## config.mk

```make
export PLATFORM = sky130hd
export DESIGN_NAME = regfile_mp
export DESIGN_NICKNAME = d
export VERILOG_FILES = /design/src/rtl/rv_pkg.sv /design/src/rtl/regfile_scoreboard.sv /design/src/rtl/regfile_mp.sv
export SDC_FILE = /design/constraint.sdc
export NUM_CORES = 2
export LEC_CHECK = 0
export CORE_ASPECT_RATIO = 0.75
export CORE_MARGIN = 1
export CORE_UTILIZATION = 25
export CTS_BUF_LIST = sky130_fd_sc_hd__clkbuf_8
export CTS_CLUSTER_SIZE = 20
export DETAILED_ROUTE_END_ITERATION = 10
export MAX_ROUTING_LAYER = met4
export SLEW_MARGIN = 20
export SYNTH_ARGS = -nofsm -noshare
export SYNTH_HDL_FRONTEND = slang
export SYNTH_SLANG_ARGS = --single-unit
```

## constraint.sdc

```tcl
create_clock -name clk -period 7 [get_ports clk]
set_clock_uncertainty 0.1 [all_clocks]
set_input_delay 1.75 -clock clk [delete_from_list [all_inputs] [get_ports clk]]
set_output_delay 1.75 -clock clk [all_outputs]
set_load 0.005 [all_outputs]
```

## src/rtl/rv_pkg.sv

```systemverilog
// Shared y_risc integer-datapath types and defaults.
package rv_pkg;

    localparam int unsigned XLEN_DEF = 32;
    localparam int unsigned NREG_DEF = 32;

    typedef logic [4:0]          reg_addr_t;
    typedef logic [XLEN_DEF-1:0] xword_t;

    localparam reg_addr_t REG_ZERO = 5'd0;

endpackage

```

## src/rtl/regfile_scoreboard.sv

```systemverilog
// Busy-bit scoreboard for the multi-port register file: tracks pending producers per
// register and keeps a registered count of busy registers.
module regfile_scoreboard
    import rv_pkg::*;
#(
    parameter int unsigned NUM_REGS = NREG_DEF,
    parameter int unsigned NUM_WR   = 2,
    parameter int unsigned AW       = $clog2(NUM_REGS)
) (
    input  logic                 clk,
    input  logic                 rst_n,
    input  logic                 iss_en_i,
    input  logic [AW-1:0]        iss_addr_i,
    input  logic [NUM_WR-1:0]    wr_en_i,
    input  logic [NUM_WR*AW-1:0] wr_addr_i,
    input  logic                 flush_i,
    output logic [NUM_REGS-1:0]  busy_o,
    output logic [AW:0]          busy_cnt_o
);

    logic [NUM_REGS-1:0] busy_q, busy_d;
    logic [AW:0]         cnt_q, cnt_d;

    always_comb begin
        busy_d = busy_q;
        for (int p = 0; p < NUM_WR; p++) begin
            if (wr_en_i[p]) begin
                busy_d[wr_addr_i[p*AW +: AW]] = 1'b0;
            end
        end
        // Set after clear: a newly issued producer supersedes a completing one.
        if (iss_en_i) begin
            busy_d[iss_addr_i] = 1'b1;
        end
        if (flush_i) begin
            busy_d = '0;
        end
        busy_d[0] = 1'b0;
    end

    always_comb begin
        cnt_d = '0;
        for (int i = 0; i < NUM_REGS; i++) begin
            cnt_d = cnt_d + (AW+1)'(busy_d[i]);
        end
    end

    always_ff @(posedge clk or negedge rst_n) begin
        if (!rst_n) begin
            busy_q <= '0;
            cnt_q  <= '0;
        end else begin
            busy_q <= busy_d;
            cnt_q  <= cnt_d;
        end
    end

    assign busy_o     = busy_q;
    assign busy_cnt_o = cnt_q;

endmodule

```

## src/rtl/regfile_mp.sv

```systemverilog
// Multi-port integer register file with x0 hardwired to zero and a busy-bit scoreboard.
// Define REGFILE_BYPASS_EN to forward same-cycle write data onto matching read ports.
module regfile_mp
    import rv_pkg::*;
#(
    parameter int unsigned XLEN     = XLEN_DEF,
    parameter int unsigned NUM_REGS = NREG_DEF,
    parameter int unsigned NUM_RD   = 2,
    parameter int unsigned NUM_WR   = 2,
    parameter int unsigned AW       = $clog2(NUM_REGS)
) (
    input  logic                   clk,
    input  logic                   rst_n,
    input  logic [NUM_WR-1:0]      wr_en_i,
    input  logic [NUM_WR*AW-1:0]   wr_addr_i,
    input  logic [NUM_WR*XLEN-1:0] wr_data_i,
    input  logic [NUM_RD*AW-1:0]   rd_addr_i,
    output logic [NUM_RD*XLEN-1:0] rd_data_o,
    output logic [NUM_RD-1:0]      rd_busy_o,
    input  logic                   iss_en_i,
    input  logic [AW-1:0]          iss_addr_i,
    input  logic                   flush_i,
    output logic [AW:0]            busy_cnt_o
);

    logic [XLEN-1:0]     regs_q [NUM_REGS];
    logic [NUM_REGS-1:0] busy;
    logic [AW-1:0]       ra;
    logic [XLEN-1:0]     rdata;

    regfile_scoreboard #(
        .NUM_REGS (NUM_REGS),
        .NUM_WR   (NUM_WR),
        .AW       (AW)
    ) u_scoreboard (
        .clk        (clk),
        .rst_n      (rst_n),
        .iss_en_i   (iss_en_i),
        .iss_addr_i (iss_addr_i),
        .wr_en_i    (wr_en_i),
        .wr_addr_i  (wr_addr_i),
        .flush_i    (flush_i),
        .busy_o     (busy),
        .busy_cnt_o (busy_cnt_o)
    );

    // Ports are applied in ascending order so the higher-indexed port wins a collision.
    always_ff @(posedge clk or negedge rst_n) begin
        if (!rst_n) begin
            for (int i = 0; i < NUM_REGS; i++) begin
                regs_q[i] <= '0;
            end
        end else begin
            for (int p = 0; p < NUM_WR; p++) begin
                if (wr_en_i[p] && (wr_addr_i[p*AW +: AW] != '0)) begin
                    regs_q[wr_addr_i[p*AW +: AW]] <= wr_data_i[p*XLEN +: XLEN];
                end
            end
        end
    end

    always_comb begin
        rd_data_o = '0;
        rd_busy_o = '0;
        ra        = '0;
        rdata     = '0;
        for (int p = 0; p < NUM_RD; p++) begin
            ra    = rd_addr_i[p*AW +: AW];
            rdata = regs_q[ra];
`ifdef REGFILE_BYPASS_EN
            for (int w = 0; w < NUM_WR; w++) begin
                if (wr_en_i[w] && (wr_addr_i[w*AW +: AW] == ra)) begin
                    rdata = wr_data_i[w*XLEN +: XLEN];
                end
            end
`endif
            // Outputs are forced quiet while reset is held, even if a bypass would match.
            if ((ra == '0) || !rst_n) begin
                rdata = '0;
            end
            rd_data_o[p*XLEN +: XLEN] = rdata;
            rd_busy_o[p]              = busy[ra] & rst_n;
        end
    end

endmodule

```

==> out/qor.csv <==
stage;metric;value;unit
outcome;status;complete, no violations;
clocking;cts_buffers;179;
clocking;clock_path_buffers;4;
yosys;synthesis.area;66700;sq um
global_route;antenna_found_initial;43;
power;p_per_area;258;nW/um^2
yosys;synth.avg_cell_area;9.86;sq um
clocking;clk_pin_slew;0.06;ns
finish;fillCellCount;27238;
die;design.core.area;264000;sq um
timing;finalHoldViolations;0;
yosys;synth_top_area_share;39.8;%
timing;finalSetupViolCount;0;
place;placed_cell_area;73800;sq um
finish;fin_area;77500;sq um
timing;worst_slack;0.114;ns
die;num_rows;163;
yosys;synth-edff-count;0;
place;io_buffer_count;166;
die;ios;167;
worst_setup_path;start_kind;input port;
power;p_leak;37.8;nW
timing;fin_setup_tns;0;ns
detailed_routing;via_count;60887;
power;vdd_drop_max;0.158;mV
clocking;cts_root_buf;clkbuf_8;
yosys;synthTopCellsByCount;mux2i_1 (1469), dfrtp_1 (1061), nand2_1 (633), nor2_1 (626), a21oi_1 (594);
yosys;ys_seq_area_share;39.8;%
worst_setup_path;required;7.71;ns
min_path;min_path_type;reg2reg;
run;maxCapViolCount;0;
place;hpwl;201000;um
die;die-area;269000;sq um
yosys;synth_area_leaders;dfrtp_1 (40%), mux2i_1 (22%), mux4_2 (7.9%);
timing;tightestPinTransition;1.31;ns
place;finalWeightedCongestion;0.961;
detailed_routing;wl_per_cell;31.0;um
detailed_routing;first_pass_iters;9;
worst_setup_path;r2r_cells;16;
yosys;synth_top_cell_by_area;dfrtp_1;
yosys;async_flop_share;100;%
yosys;ys_ff_latch;1061;
die;die_y;449;um
yosys;synth_most_common_cell;mux2i_1;
global_route;grt_overflow;0;
clocking;h-tree-depth;4;
worst_setup_path;criticalPathCategory;in2reg;
clocking;clk_latency;0.93;ns
yosys;synth_nets;6888;
yosys;synth-main-ff-cell;dfrtp_1;
global_route;grt_pass1_wl;449000;um
yosys;yosysWarnings;0;
yosys;syn_inst;6761;
timing;relSlewSlack;12.9;%
clocking;cts_num_sinks;1061;
timing;finalCritPeriodShare;98.4;%
finish;drive_gt1_share;16.0;%
detailed_routing;viasPerCell;5.80;
global_route;grt_usage;24.0;%
detailed_routing;finalWirelength;325000;um
worst_setup_path;crit_path_end_kind;flop;
detailed_routing;ant_nets;0;
worst_setup_path;cp.arrival;7.60;ns
timing;period_needed;6.89;ns
timing;hold_ws;0.301;ns
worst_setup_path;cp_max_fo;4;
finish;area_growth;16.2;%
place;place_ws;-0.810;ns
timing;finalMaxSlewViolations;0;
clocking;cts_tree;built;
global_route;grt_pass1_vias;57039;
detailed_routing;drc;0;
die;die_w;598;um
die;start_util;25.2;%
global_route;grt_start_max_net_pins;158;
detailed_routing;drtIter0Drc;10269;
finish;fin_nets;6904;
timing;fmax;145;MHz
min_path;hold_depth;0;
yosys;ys_types;60;
-- final timing paths --
| path | to | slack [ns] | startpoint |
|---|---|---|---|
| min in group asynchronous | regs_q[508] | 0.56 | rst_n |
| min reg2reg | regs_q[1004] | 0.30 | regs_q[1004] |
| max reg2reg | u_scoreboard.busy_cnt_o[4] | 1.65 | u_scoreboard.busy_o[2] |
| max in group asynchronous | regs_q[876] | 2.36 | rst_n |
| min | regs_q[1004] | 0.30 | regs_q[1004] |
| max | u_scoreboard.busy_cnt_o[4] | 0.11 | wr_addr_i[3] |
-- kinds of logic after synthesis --
family / share of synthesized area (%)
flops: 39.8
simple gates: 8.62
buf+inv: 5.27
compound gates: 15.3
mux: 30.1
xor+xnor: 0.0394
fa+ha+maj: 0.859
-- power breakdown --
| group | switching, mW | leakage, nW | total (mW) | internal, mW |
|---|---|---|---|---|
| clock network | 2.86 | 2.02 | 5.86 | 3.00 |
| logic | 2.62 | 22.8 | 5.14 | 2.52 |
| registers | 1.32 | 13.0 | 8.99 | 7.67 |
| total | 6.79 | 37.8 | 20.0 | 13.2 |
-- worst max-delay path, cell delays in order --
cell and delay, ns:
clkdlybuf4s50_1 0.47, or3b_4 0.44, nor2_4 0.15, nand2_4 0.07, a32oi_2 0.24, nor2_2 0.06
ha_1 0.27, inv_1 0.05, fa_1 0.53, fa_2 0.49, fa_1 0.59, fa_1 0.45
fa_1 0.52, inv_1 0.05, fa_1 0.50, ha_4 0.20, fa_2 0.33, a21o_1 0.18
a21oi_2 0.14, xnor2_1 0.13
-- area by class of cell --
cell class / count / area (sq um) / share of cell area [%]
diodes: 47 / 118 / 0.152
clock buffers: 230 / 3170 / 4.09
clock inverters: 74 / 375 / 0.484
inverters: 44 / 165 / 0.213
multi-input cells: 4884 / 37200 / 48.1
flip-flops and latches: 1061 / 26600 / 34.3
well taps: 3547 / 4440 / 5.73
repair buffers: 607 / 5430 / 7.01
-- stage by stage --
| step | total power, mW | util (%) | std cells |
|---|---|---|---|
| after global routing | 20.8 | 29.3 | 10485 |
| after CTS | 19.8 | 29.3 | 10444 |
| final | 20.0 | 29.3 | 10494 |
| after detailed placement | 14.0 | 27.9 | 10140 |
| after global placement | 13.8 | 28.0 | 10140 |
| after floorplan | 12.1 | - | 6761 |
-- placed cells by master, fill, tap and decap left out, types with 23 or more instances in the layout --
| cell | netlist | final |
|---|---|---|
| buf_2 | 217 | 32 |
| a32oi_1 | 26 | 25 |
| buf_4 | 37 | 394 |
| a31oi_1 | 132 | 132 |
| a22oi_1 | 338 | 338 |
| diode_2 | 0 | 47 |
| o211a_1 | 46 | 46 |
| o22ai_1 | 52 | 52 |
| nand2_1 | 633 | 599 |
| a21oi_1 | 594 | 592 |
| mux2i_1 | 1469 | 1469 |
| nor2_4 | 1 | 23 |
| nand2_4 | 0 | 46 |
| clkdlybuf4s50_1 | 0 | 124 |
| buf_12 | 0 | 46 |
| dfrtp_1 | 1061 | 1061 |
| o21ai_0 | 442 | 442 |
| nor2_1 | 626 | 600 |
| inv_1 | 44 | 96 |
| mux4_2 | 233 | 233 |
| clkbuf_8 | 0 | 230 |
| nand3_1 | 52 | 50 |
-- flip-flops by register name (all words and copies together), names as in the netlist --
register                 count
regs_q                    1024
u_scoreboard.busy_o         31
u_scoreboard.busy_cnt_o      6
-- routing by layer --
layer	vias to the layer above	share of wire, %	GRT usage [%]
li1	24607	-	-
met1	30234	39	31.7
met4	0	5.7	11.5
met5	-	0	-
met3	997	15	9.24
met2	5049	40	31.5
-- what timing repair did --
action | in CTS | in global routing
hold buffers | 0 | 0
hold endpoints to repair | 0 | 0
buffers inserted | 0 | 2
endpoints found under the setup margin | 0 | 1
resized for setup | 0 | 11
Note: power is estimated with default switching activity, not from simulation.
